<file path="src/rtl/fetch_queue_unit.sv">
// Instruction-fetch front end: PC, single-cycle-latency imem requests, prefetch
// queue and a valid/ready IF/ID handshake with redirect flush.
module fetch_queue_unit #(
    parameter int               ISIZE    = 32,
    parameter int               ASIZE    = 16,
    parameter int               DEPTH    = 4,
    parameter int               PC_STEP  = 1,
    parameter logic [ASIZE-1:0] RESET_PC = '0
) (
    input  logic                       clk,
    input  logic                       rst,
    output logic                       imem_req,
    output logic [ASIZE-1:0]           imem_addr,
    input  logic [ISIZE-1:0]           imem_rdata,
    input  logic                       id_ready,
    output logic                       id_valid,
    output logic [ISIZE-1:0]           id_inst,
    output logic [ASIZE-1:0]           id_pc,
    input  logic                       redirect_valid,
    input  logic [ASIZE-1:0]           redirect_pc,
    output logic [$clog2(DEPTH):0]     occupancy
);

    localparam int PW = $clog2(DEPTH);
    localparam int OW = PW + 1;
    localparam int LW = PW + 2;

    logic [ASIZE-1:0] pc;
    logic [ASIZE-1:0] tag;
    logic             inflight;
    logic [PW-1:0]    rd_ptr;
    logic [PW-1:0]    wr_ptr;
    logic [OW-1:0]    occ;
    logic [ISIZE-1:0] q_inst [DEPTH];
    logic [ASIZE-1:0] q_pc   [DEPTH];
    logic             pop;
    logic             push;
    logic [LW-1:0]    level;

    assign id_valid  = rst && (occ != '0);
    assign pop       = id_valid && id_ready;
    // A response is only kept if nothing flushed the queue in the cycle it lands.
    assign push      = rst && inflight && !redirect_valid;
    // Projected fill counts the word already in flight and the entry leaving now.
    assign level     = LW'(occ) + LW'(inflight) - LW'(pop);
    assign imem_req  = rst && (level < LW'(DEPTH));
    assign imem_addr = pc;
    assign id_inst   = id_valid ? q_inst[rd_ptr] : '0;
    assign id_pc     = id_valid ? q_pc[rd_ptr]   : '0;
    assign occupancy = rst ? occ : '0;

    always_ff @(posedge clk) begin
        if (!rst) begin
            pc       <= RESET_PC;
            tag      <= '0;
            inflight <= 1'b0;
            rd_ptr   <= '0;
            wr_ptr   <= '0;
            occ      <= '0;
        end else if (redirect_valid) begin
            pc       <= redirect_pc;
            inflight <= 1'b0;
            rd_ptr   <= '0;
            wr_ptr   <= '0;
            occ      <= '0;
        end else begin
            inflight <= imem_req;
            if (imem_req) begin
                pc  <= pc + ASIZE'(PC_STEP);
                tag <= pc;
            end
            if (push) begin
                wr_ptr <= wr_ptr + 1'b1;
            end
            if (pop) begin
                rd_ptr <= rd_ptr + 1'b1;
            end
            occ <= occ + OW'(push) - OW'(pop);
        end
    end

    always_ff @(posedge clk) begin
        if (push) begin
            q_inst[wr_ptr] <= imem_rdata;
            q_pc[wr_ptr]   <= tag;
        end
    end

    no_push_when_full: assert property (@(posedge clk) disable iff (!rst)
        !(push && !pop && occ == OW'(DEPTH)));

endmodule

</file>
<file path="config.mk">
export PLATFORM = sky130hd
export DESIGN_NAME = fetch_queue_unit
export DESIGN_NICKNAME = d
export VERILOG_FILES = /design/src/rtl/fetch_queue_unit.sv
export SDC_FILE = /design/constraint.sdc
export NUM_CORES = 1
export LEC_CHECK = 0
export BUFFER_PORTS_ARGS = -buffer_cell sky130_fd_sc_hd__buf_2
export CAP_MARGIN = 20
export CORE_MARGIN = 3
export CORE_UTILIZATION = 57
export CTS_CLUSTER_DIAMETER = 50
export DETAILED_ROUTE_END_ITERATION = 7
export PLACE_DENSITY = 0.79
export SYNTH_ARGS = -nofsm -noshare
export SYNTH_HDL_FRONTEND = slang
export SYNTH_SLANG_ARGS = --single-unit
export TNS_END_PERCENT = 1
</file>
<file path="constraint.sdc">
create_clock -name clk -period 3.73 [get_ports clk]
set_input_delay 0.746 -clock clk [delete_from_list [all_inputs] [get_ports clk]]
set_output_delay 0.746 -clock clk [all_outputs]
set_load 0.1 [all_outputs]
</file>
==> out/results.ini, run 1 <==
[synth]
synth_cell_types = 37
ys_seq_area_frac = 0.708
ys.flop_type = edfxtp_1
synth_fp_nets = 607
yosys-top-cells-area = edfxtp_1, mux4_2, dfxtp_1, and2_1, xnor2_1
syn_area_per_cell_um2 = 17.1
yosys_warnings = 0
syn_inst = 546
yosys.area.top_type = edfxtp_1
synth-async-reset-ratio = 0
synth_top_area_frac = 0.618
syn_area_um2 = 9330
ys_ff_latch = 234
synth-edff-count = 192

[timing]
final.setup.tns_ps = 0
relSlewSlack = 0.502
rsz0062_at_grt = no
final_hold_viol_count = 0
worstMarginPinSlew_ps = 747
final.period_utilization = 0.939
fmax_mhz = 286
setup_viol = 0
fin_worst_skew_ps = 16.0
period_needed_ps = 3500
drv_slew = 0

[layout]
final_cell_mix = edfxtp_1, buf_2, and2_1
finalInstanceArea_um2 = 11200
area_growth_syn_to_layout_pct = 19.8
final_common_cell = edfxtp_1
antenna_cells = 0
drive_above_1_share = 0.352
num-nets-final = 733

[global_routing]
grt_pass1_vias = 5256
grt_max_degree = 51
antenna_found_initial = 0
grt_usage = 0.200
grt_overflow = 0
grt_pass1_wl_um = 28200

[detailed_routing]
drc_errors = 0
wire_per_inst_um = 19.7
postRouteWirelength_um = 17800
final_antenna_net_count = 0
vias = 5089
first_pass_iters = 5
drt_iter0_markers = 380
vias_per_cell = 5.63

[die]
start_util = 0.585
coreArea_um2 = 15900
dieArea_um2 = 17900
die_w_um = 134
io_pins = 121
std_cell_rows = 46
die_height_um = 134

[clock_tree]
postCtsSetupRepairBufs = 0
htree_levels = 1
cts_tree = yes
ctsLongestPathBuffers = 3
clockRootBuffer = clkbuf_16
clock_latency_ps = 500
cts_buffers = 23
cts.clk_slew.worst_paths_ps = 60
clock-sinks = 234
hold_buffers = 0

[critical_path]
cp_data_required_time_ps = 2980
path_max_fanout = 8
worst_ep_arrival_time_ps = 2760
crit_type = reg2out
crit_path_end_kind = output port
critPathLaunchType = register

[job]
cap_violations = 0

[min_path]
hold_class = in2reg

[pwr]
p_per_area_nw_per_um2 = 478
net-switching-power_uw = 1190
clkPwrFrac = 0.401
p_leak_uw = 0.00384
p_sw_frac = 0.223
p_int_uw = 4150
pwr-share-comb = 0.056
ir_drop_mv = 0.286
p_seq_frac = 0.543
total_power_uw = 5340

[placed_design]
place_area_um2 = 10500
routabilityCongestion = 0.852
dpl.hpwl_um = 10700
io_buffers = 120

[outcome]
outcome = finished, final reports clean

## metrics by stage
| step | worst slack [ps] | cells | hold WS, ps | utilization |
|---|---|---|---|---|
| after floorplan | 133 | 546 | 456 | - |
| after global placement | 235 | 863 | 471 | 0.657 |
| after detailed placement | 143 | 863 | 485 | 0.657 |
| after CTS | 102 | 904 | 443 | 0.701 |
| after global routing | 52.1 | 904 | 455 | 0.701 |
| final | 228 | 904 | 459 | 0.701 |
## cells by family (layout without fill, tap and decap cells)
logic type / count (synthesis) / in the layout / share of synthesized area
AO/OA/AOI/OAI: 68 / 68 / 0.0484
XOR/XNOR: 20 / 20 / 0.0188
adder cells (fa/ha/maj): 9 / 9 / 0.0129
buffers and inverters: 35 / 177 / 0.0170
flip-flops: 234 / 234 / 0.708
multiplexers: 52 / 52 / 0.120
AND/OR/NAND/NOR: 128 / 128 / 0.0747
## power groups by stage
stage,combinational (uW),clock (uW),sequential (uW)
after CTS,299,2170,2900
after global routing,317,2270,2910
after floorplan,123,0,3040
final,298,2140,2900
after detailed placement,298,0,2960
after global placement,290,0,2950
## synth_stat cells (all sizes together) (4+ instances only)
library cell,number
edfxtp,192
and2,57
mux4,48
dfxtp,42
nand2,37
o21ai,32
a21oi,28
clkbuf,18
xnor2,18
buf,12
nand3,10
ha,8
and3,7
nor2,6
inv,5
nand4,4
## sequential cells by signal, summed over array words and instances, names as in the netlist, named ones only
| register | cells |
|---|---|
| q_pc | 64 |
| inflight | 1 |
| q_inst | 128 |
| wr_ptr | 2 |
| tag | 16 |
| occ | 3 |
| rd_ptr | 2 |
| imem_addr | 16 |
## cell type report
cell class / count / area, um2
Sequential cell: 234 / 6620
Tap cell: 216 / 270
Fill cell: 1033 / 4770
Clock inverter: 11 / 67.6
Multi-Input combinational cell: 277 / 2570
Clock buffer: 30 / 633
Timing Repair Buffer: 131 / 998
Inverter: 5 / 18.8
## routing by layer
metal | GRT usage | wire [um] | vias to the layer above
li1 | - | - | 2346
met1 | 0.275 | 7520 | 2548
met2 | 0.339 | 8860 | 169
met3 | 0.0379 | 1180 | 26
met4 | 0.0440 | 229 | 0
met5 | 0 | 0 | -
## worst max-delay path: stages (launching register included)
cell      delay, ps
dfxtp_2         430
o311ai_4        130
or2_2           310
ha_1            270
nand2_1         130
nor3b_2         280
o311ai_4        120
nand2_1         150
and2_1          150
buf_4           280
## path summary, 6_finish.rpt
kind	startpoint	end	slack, ps	cells after the start
worst max register to register	occ[0]	imem_addr[15]	1120	10
worst min-delay path	imem_rdata[18]	q_inst[1][18]	460	1
worst min register to register	tag[6]	tag[6]	500	2
worst max-delay path	occ[0]	imem_req	230	9
## what timing repair did
item | 4_1_cts | 5_1_grt
setup endpoints to repair | 1 | 1
pin swaps | 0 | 0
resized for setup | 1 | 3
No activity file was read; power rests on OpenSTA's default activity.
==> run 2, diff against run 1 <==
PLACE_DENSITY = 0.9   (was 0.79)
==> out/results.ini, run 2 (same netlist as run 1, synthesis figures left out) <==
[layout]
final_common_cell = edfxtp_1
area_growth_syn_to_layout_pct = 21.5
largest_registers = q_inst (128), q_pc (64)
drive_above_1_share = 0.352
antenna_cells = 0
largest_reg_flops = 128
final_cell_mix = edfxtp_1, buf_2, and2_1
top_register = q_inst
regArea_um2 = 6610
num-nets-final = 736
fillers = 986
multi_input_area_um2 = 2570

[clock_tree]
clockRootBuffer = clkbuf_16
cts.clk_slew.worst_paths_ps = 60
hold_buffers = 0
clock_latency_ps = 500
cts_buffers = 24
postCtsSetupRepairBufs = 0
ctsLongestPathBuffers = 3
clock-sinks = 234
htree_levels = 1
cts_tree = yes

[die]
coreArea_um2 = 15900
dieArea_um2 = 17900
io_pins = 121
std_cell_rows = 46
die_w_um = 134
start_util = 0.585
die_height_um = 134

[outcome]
outcome = finished, final reports clean

[global_routing]
grt_max_degree = 50
grt_pass1_wl_um = 28100
grt_pass1_vias = 5365
grt_usage = 0.198
grt_overflow = 0
antenna_found_initial = 0

[min_path]
min_path_cells = 1
hold_class = in2reg
hp-start = imem_rdata[4]
worstHoldEndpoint = q_inst[0][4]

[placed_design]
io_buffers = 120
routabilityCongestion = 0.812
dpl.hpwl_um = 11000

[timing]
fin_worst_skew_ps = 8.01
fmax_mhz = 278
rsz0062_at_grt = no
final.period_utilization = 0.963
setup_viol = 0
period_needed_ps = 3590
final_hold_viol_count = 0
final.setup.tns_ps = 0
drv_slew = 0
worstMarginPinSlew_ps = 779
relSlewSlack = 0.480

[detailed_routing]
final_antenna_net_count = 0
drc_errors = 0
vias = 5064
first_pass_iters = 5
wire_per_inst_um = 19.1
vias_per_cell = 5.57
postRouteWirelength_um = 17400
drt_iter0_markers = 326

[job]
cap_violations = 0

[critical_path]
reg2reg_depth = 10
crit_chain = o311ai_4 -> or2_2 -> ha_1 -> nand2_1 -> nor3b_2 -> o311ai_4 -> nand2_1 -> and2_1 -> buf_4
crit_type = reg2out
critPathLaunchType = register
crit_family = simple AND/OR/NAND/NOR gates
r2r_start = occ[2]
reg2reg_slack_ps = 1030
max_stage_delay_ps = 470
reg2reg_to = imem_addr[15]
critPathLaunch = occ[2]
crit_slowest_cell = dfxtp_1
worst-path-buf-inv = 1
cp_data_required_time_ps = 2980
crit_path_end_kind = output port
worst_ep_arrival_time_ps = 2850
path_max_fanout = 6

[pwr]
p_per_area_nw_per_um2 = 483
ir_drop_mv = 0.423
p_leak_uw = 0.00389
total_power_uw = 5470

[run 2: how the worst max path moves through the flow]
stage | depth (start not counted) | to | slack, ps
2_1_floorplan | 8 | imem_req | 130
3_3_place_gp | 10 | imem_req | 230
3_5_place_dp | 10 | imem_req | 140
4_1_cts | 9 | imem_req | 110
5_1_grt | 9 | imem_req | 3
6_report | 9 | imem_req | 140
[run 2: stage by stage]
step / std cells / utilization / setup WS [ps] / cell area [um2] / hold slack, ps
after floorplan: 546 / - / 133 / 9330 / 456
after global placement: 865 / 0.663 / 228 / 10600 / 470
after detailed placement: 865 / 0.663 / 143 / 10600 / 488
after CTS: 909 / 0.711 / 106 / 11300 / 442
after global routing: 909 / 0.711 / 2.53 / 11300 / 438
final: 909 / 0.711 / 137 / 11300 / 460
[run 2: layout make-up]
cell class	count	area share
clock inverters	12	0.00717
well taps	216	0.0238
multi-input cells	277	0.227
clock buffers	32	0.0611
repair buffers	133	0.0964
inverters	5	0.00165
flip-flops and latches	234	0.583
[run 2: timing repair]
item | in CTS | in global routing
endpoints found under the setup margin | 1 | 1
endpoints found under the hold margin | 0 | 0
resized for setup | 1 | 1
[run 2: layer usage]
metal | track usage | part of all wire | up-vias
met4 | 0.0497 | 0.014 | 0
li1 | - | - | 2354
met2 | 0.332 | 0.50 | 185
met5 | 0 | 0 | -
met3 | 0.0353 | 0.059 | 17
met1 | 0.274 | 0.43 | 2508
[run 2: report_power, final]
part | switching, uW | internal [uW]
sequential | 40.1 | 2860
clock | 948 | 1320
combinational | 221 | 81.0
total | 1210 | 4260
